### config.mk
export PLATFORM = sky130hd
export DESIGN_NAME = ringosc_meter
export DESIGN_NICKNAME = d
export VERILOG_FILES = /design/src/rtl/ringosc_pkg.sv /design/src/rtl/osc_edge_sync.sv /design/src/rtl/ringosc_meter.sv
export SDC_FILE = /design/constraint.sdc
export NUM_CORES = 1
export LEC_CHECK = 0
export BUFFER_PORTS_ARGS = -buffer_cell sky130_fd_sc_hd__buf_2
export CAP_MARGIN = 20
export CORE_ASPECT_RATIO = 2
export CORE_MARGIN = 2
export CORE_UTILIZATION = 50
export CTS_BUF_LIST = sky130_fd_sc_hd__clkbuf_4
export CTS_CLUSTER_DIAMETER = 80
export DETAILED_ROUTE_END_ITERATION = 6
export HOLD_SLACK_MARGIN = 0.06
export PLACE_DENSITY = 0.74
export SETUP_SLACK_MARGIN = 0.15
export SLEW_MARGIN = 20
export SYNTH_ARGS = -nofsm -noshare
export SYNTH_HDL_FRONTEND = slang
export SYNTH_HIERARCHICAL = 1
export SYNTH_SLANG_ARGS = --single-unit
### constraint.sdc
create_clock -name clk -period 2.2 [get_ports clk]
set_clock_uncertainty 0.15 [all_clocks]
set_input_delay 0.11 -clock clk [delete_from_list [all_inputs] [get_ports clk]]
set_output_delay 0.11 -clock clk [all_outputs]
set_load 0.01 [all_outputs]
### src/rtl/ringosc_pkg.sv
// rtl/ringosc_pkg.sv - shared types and default constants for the ring oscillator meter
package ringosc_pkg;

  typedef enum logic [1:0] {
    IDLE    = 2'd0,
    SETTLE  = 2'd1,
    MEASURE = 2'd2,
    DONE    = 2'd3
  } meter_state_t;

  localparam int CNT_W_DEF      = 16;
  localparam int GATE_W_DEF     = 16;
  localparam int SETTLE_CYC_DEF = 8;

  // Width of a down-counter that is loaded with n-1 and runs to zero.
  function automatic int settle_cnt_width(input int n);
    return (n <= 2) ? 1 : $clog2(n);
  endfunction

endpackage

### src/rtl/osc_edge_sync.sv
// rtl/osc_edge_sync.sv - 2-FF synchronizer plus history register and rising-edge pulse
module osc_edge_sync (
  input  logic clk,
  input  logic rst,
  input  logic osc_in,
  output logic edge_pulse
);

  logic s1_q, s1_d;
  logic s2_q, s2_d;
  logic s3_q, s3_d;

  always_comb begin
    s1_d = osc_in;
    s2_d = s1_q;
    s3_d = s2_q;
  end

  always_ff @(posedge clk) begin
    if (rst) begin
      s1_q <= 1'b0;
      s2_q <= 1'b0;
      s3_q <= 1'b0;
    end else begin
      s1_q <= s1_d;
      s2_q <= s2_d;
      s3_q <= s3_d;
    end
  end

  assign edge_pulse = s2_q & ~s3_q;

endmodule

### src/rtl/ringosc_meter.sv
// rtl/ringosc_meter.sv - ring oscillator frequency meter: enable, settle, gated edge count
module ringosc_meter
  import ringosc_pkg::*;
#(
  parameter int CNT_W      = CNT_W_DEF,
  parameter int GATE_W     = GATE_W_DEF,
  parameter int SETTLE_CYC = SETTLE_CYC_DEF
) (
  input  logic              clk,
  input  logic              rst,
  input  logic              start,
  input  logic [GATE_W-1:0] gate_cycles,
  input  logic              osc_in,
  output logic              osc_en,
  output logic              busy,
  output logic              done,
  output logic [CNT_W-1:0]  count,
  output logic              overflow
);

  localparam int SETTLE_W = settle_cnt_width(SETTLE_CYC);
  localparam logic [SETTLE_W-1:0] SETTLE_LOAD = SETTLE_W'(SETTLE_CYC - 1);

  logic edge_pulse;

  meter_state_t        state_q, state_d;
  logic [SETTLE_W-1:0] settle_cnt_q, settle_cnt_d;
  logic [GATE_W-1:0]   gate_cnt_q, gate_cnt_d;
  logic [CNT_W-1:0]    acc_q, acc_d;
  logic                acc_ovf_q, acc_ovf_d;
  logic [CNT_W-1:0]    count_q, count_d;
  logic                overflow_q, overflow_d;
  logic                osc_en_q, osc_en_d;
  logic                busy_q, busy_d;
  logic                done_q, done_d;

  logic [CNT_W-1:0]    acc_inc;
  logic                acc_ovf_inc;

  osc_edge_sync u_sync (
    .clk        (clk),
    .rst        (rst),
    .osc_in     (osc_in),
    .edge_pulse (edge_pulse)
  );

  // Saturating accumulate; the sticky flag records any increment attempted at all-ones.
  always_comb begin
    acc_inc     = acc_q;
    acc_ovf_inc = acc_ovf_q;
    if (edge_pulse) begin
      if (&acc_q) acc_ovf_inc = 1'b1;
      else        acc_inc     = acc_q + CNT_W'(1);
    end
  end

  always_comb begin
    state_d      = state_q;
    settle_cnt_d = settle_cnt_q;
    gate_cnt_d   = gate_cnt_q;
    acc_d        = acc_q;
    acc_ovf_d    = acc_ovf_q;
    count_d      = count_q;
    overflow_d   = overflow_q;

    unique case (state_q)
      IDLE: begin
        if (start) begin
          gate_cnt_d   = gate_cycles;
          acc_d        = '0;
          acc_ovf_d    = 1'b0;
          settle_cnt_d = SETTLE_LOAD;
          state_d      = SETTLE;
        end
      end
      SETTLE: begin
        if (settle_cnt_q == '0) begin
          if (gate_cnt_q == '0) begin
            count_d    = acc_q;
            overflow_d = acc_ovf_q;
            state_d    = DONE;
          end else begin
            state_d = MEASURE;
          end
        end else begin
          settle_cnt_d = settle_cnt_q - SETTLE_W'(1);
        end
      end
      MEASURE: begin
        acc_d      = acc_inc;
        acc_ovf_d  = acc_ovf_inc;
        gate_cnt_d = gate_cnt_q - GATE_W'(1);
        // The last gate cycle's edge is folded straight into the loaded result.
        if (gate_cnt_q == GATE_W'(1)) begin
          count_d    = acc_inc;
          overflow_d = acc_ovf_inc;
          state_d    = DONE;
        end
      end
      DONE: begin
        state_d = IDLE;
      end
      default: begin
        state_d = IDLE;
      end
    endcase

    osc_en_d = (state_d == SETTLE) || (state_d == MEASURE);
    busy_d   = (state_d != IDLE);
    done_d   = (state_d == DONE);
  end

  always_ff @(posedge clk) begin
    if (rst) begin
      state_q      <= IDLE;
      settle_cnt_q <= '0;
      gate_cnt_q   <= '0;
      acc_q        <= '0;
      acc_ovf_q    <= 1'b0;
      count_q      <= '0;
      overflow_q   <= 1'b0;
      osc_en_q     <= 1'b0;
      busy_q       <= 1'b0;
      done_q       <= 1'b0;
    end else begin
      state_q      <= state_d;
      settle_cnt_q <= settle_cnt_d;
      gate_cnt_q   <= gate_cnt_d;
      acc_q        <= acc_d;
      acc_ovf_q    <= acc_ovf_d;
      count_q      <= count_d;
      overflow_q   <= overflow_d;
      osc_en_q     <= osc_en_d;
      busy_q       <= busy_d;
      done_q       <= done_d;
    end
  end

  assign osc_en   = osc_en_q;
  assign busy     = busy_q;
  assign done     = done_q;
  assign count    = count_q;
  assign overflow = overflow_q;

endmodule

==> key figures <==
Drt
  • WL/cell: 15.2 microns
  • WL final: 7.57 mm
  • DR pass1 iterations: 4
  • Antenna viol nets, final: 0
  • Routed vias: 3004
  • DRC viols: 0
  • Routed wl met2: 4.25 mm
  • Routed metal-1 wire length: 2.77 mm
  • Via/cell ratio: 6.02
  • Top Metal Used: met4
  • DR WL met3: 289 microns
  • Starting DRC count in detailed routing: 102

STA
  • Setup_tns: 0 ns
  • Period utilisation layout: 94.9%
  • Period minus WS final: 2.09 ns
  • Final hold violation count: 0
  • FMAX: 479 MHz
  • Final Max Slew Viols: 0
  • RSZ-0062 raised after global routing: true
  • Slew headroom: 73.3%
  • # setup viols final: 0
  • Worst slew pin tran: 0.397 ns

Yosys
  • Syn Inst Count: 352
  • Cell variety after synth: 55
  • Cell with the most instances after synthesis: dfxtp_1
  • Top cells by count, synth: dfxtp_1, nor2_1, a21oi_1
  • Dominant synthesized flop cell: dfxtp_1
  • Post-Syn Area: 0.00295 sq mm
  • Ys Warns: 6
  • Synth top area cells: dfxtp_1, a21oi_1, nor2_1
  • Post-synth EDFFs: 0
  • Dominant cell type by area after synthesis: dfxtp_1
  • Share of the synthesized area in the top cell type: 41.3%
  • #FFs+latches synth: 61
  • Post-synthesis net count: 379
  • Seq/Total Area, Yosys: 41.3%
  • Asr flop ratio synth: 0%
  • Mean Syn Cell Area: 8.39 sq um

Power
  • Clock share of power: 27.5%
  • Switching Fraction: 31.3%
  • Pwr Density: 662 mW/mm^2
  • Sequential Power Share: 49.4%
  • Gate power share: 23.1%
  • Cell Int Power: 0.00173 W
  • Power Total: 0.00251 W
  • Max IR drop VDD: 679 uV
  • P_leak: 1.49 nW
  • Switch Pwr: 0.000785 W

Cells and area
  • Final Cell Area: 0.00379 sq mm
  • Layout cells sized above 1: 26.3%
  • Nets: 460
  • Utilization after layout: 66.4%
  • Final non-filler cell total: 499
  • P&R area growth vs syn: 28.4%
  • ANT cells: 0

Global route
  • Number of global-route vias before repair: 2819
  • GRT overflow: 0
  • Largest net degree at the start of global routing: 35
  • First-pass GRT wire length: 12.6 mm
  • Tot GR Track Use: 25.0%
  • Antenna violations before repair: 0

Worst setup path
  • Worst R2R Setup Slack: 0.11 ns
  • WS Path Type: register to register
  • Setup crit end kind: register
  • WP data required: 2.40 ns
  • Critical path launch point type: register
  • Worst path arrival time: 2.29 ns
  • Crit path max fanout: 5

Flow run
  • Max-Cap Viols: 0

CTS
  • Clock buffer depth: 2
  • H-tree depth: 3
  • CTS tree: built
  • Num CTS Buffers: 9
  • Root Driver: clkbuf_4
  • Clock-pin slew on the worst setup and hold paths: 0.10 ns
  • Clock Latency Late Sink: 0.43 ns
  • Clk sinks: 61

Floorplan
  • Vert. Die Dim: 113 microns
  • Die width: 58.4 microns
  • Top-Level Pins: 40
  • Rows: 39
  • Die area: 0.00658 sq mm
  • Initial Utilization: 51.7%
  • Core Area: 0.00571 sq mm

Worst hold path
  • Worst min path class: input pin to register

Status
  • Status: completed

Place
  • Port bufs: 39
  • Placed cells: 455
  • Gp weighted congestion: 0.855
  • DP Wirelength: 5.19 mm
  • Post-DP Area: 0.00334 sq mm
## worst max-delay path, cell delays in order, from the launching register on
cell      delay [ns]
dfxtp_4         0.37
ha_4            0.15
and4_4          0.23
nand2_1         0.06
or4_4           0.44
or3_4           0.35
a311oi_2        0.25
## layout make-up
cell class                 instances  area [sq um]
tap                               61          76.3
clock inverter                     2          10.0
timing repair buffer              88           629
clock buffer                      14           105
fill                             476          1920
sequential                        61          1230
multi-input combinational        264          1710
inverter                           9          33.8
## kinds of logic after synthesis
group | share of synthesized area, %
xor+xnor | 2.08
mux | 1.06
compound gates | 21.8
fa+ha+maj | 2.96
simple gates | 27.0
buf+inv | 3.77
flops | 41.3
## state kept, by name (all words and copies together), names as in the netlist
| signal | flops |
|---|---|
| acc_ovf_q | 1 |
| acc_q | 16 |
| busy | 1 |
| count | 16 |
| done | 1 |
| gate_cnt_q | 16 |
| osc_en | 1 |
| overflow | 1 |
| settle_cnt_q | 3 |
| state_q | 2 |
| u_sync/s1_q | 1 |
| u_sync/s2_q | 1 |
| u_sync/s3_q | 1 |
## power groups by stage
stage | sequential, W | clock (W) | combinational, W
final | 0.00124 | 0.000690 | 0.000580
after global routing | 0.00125 | 0.000758 | 0.000636
after CTS | 0.00123 | 0.000707 | 0.000529
after detailed placement | 0.00126 | 0 | 0.000495
after global placement | 0.00125 | 0 | 0.000479
after floorplan | 0.00126 | 0 | 0.000320
## final timing paths
kind / start / to / depth (start not counted)
setup reg to reg: acc_q[1] / count[10] / 6
hold / removal: gate_cycles[0] / gate_cnt_q[0] / 4
setup / recovery: acc_q[1] / count[10] / 6
hold reg to reg: u_sync/s1_q / u_sync/s2_q / 1
## routing by layer
layer  vias up  track usage, %
met2        82            45.2
met5         -               0
li1       1470               -
met4         0            12.9
met3        20            6.86
met1      1432            24.7
## repair_timing
item,CTS,global route
gates resized for setup,5,14
buffers inserted,3,5
hold buffers,20,0
gates cloned,0,0
setup endpoints to repair,5,25
endpoints found under the hold margin,32,0
pin swaps,2,5
## cell usage in the layout (no fill, tap or decap), types with 6 or more instances in the layout
cell           count
o21ai_0           16
a21oi_1           33
clkbuf_4          14
a211oi_1          11
nand4_1           10
ha_1               6
nand3_1           13
nor2b_1            7
a311oi_1           7
dlygate4sd3_1     20
inv_1              8
nand2_1           23
buf_2             39
buf_4             27
nor3_1            12
dfxtp_1           58
nor2_1            44
## stage by stage
step | worst slack, ns | hold WS [ns]
after global placement | 0.0942 | 0.174
final | 0.112 | 0.318
after detailed placement | 0.0684 | 0.182
after floorplan | 0.144 | 0.0316
after global routing | 0.0726 | 0.322
after CTS | 0.111 | 0.289
Note: power is estimated with default switching activity, not from simulation.
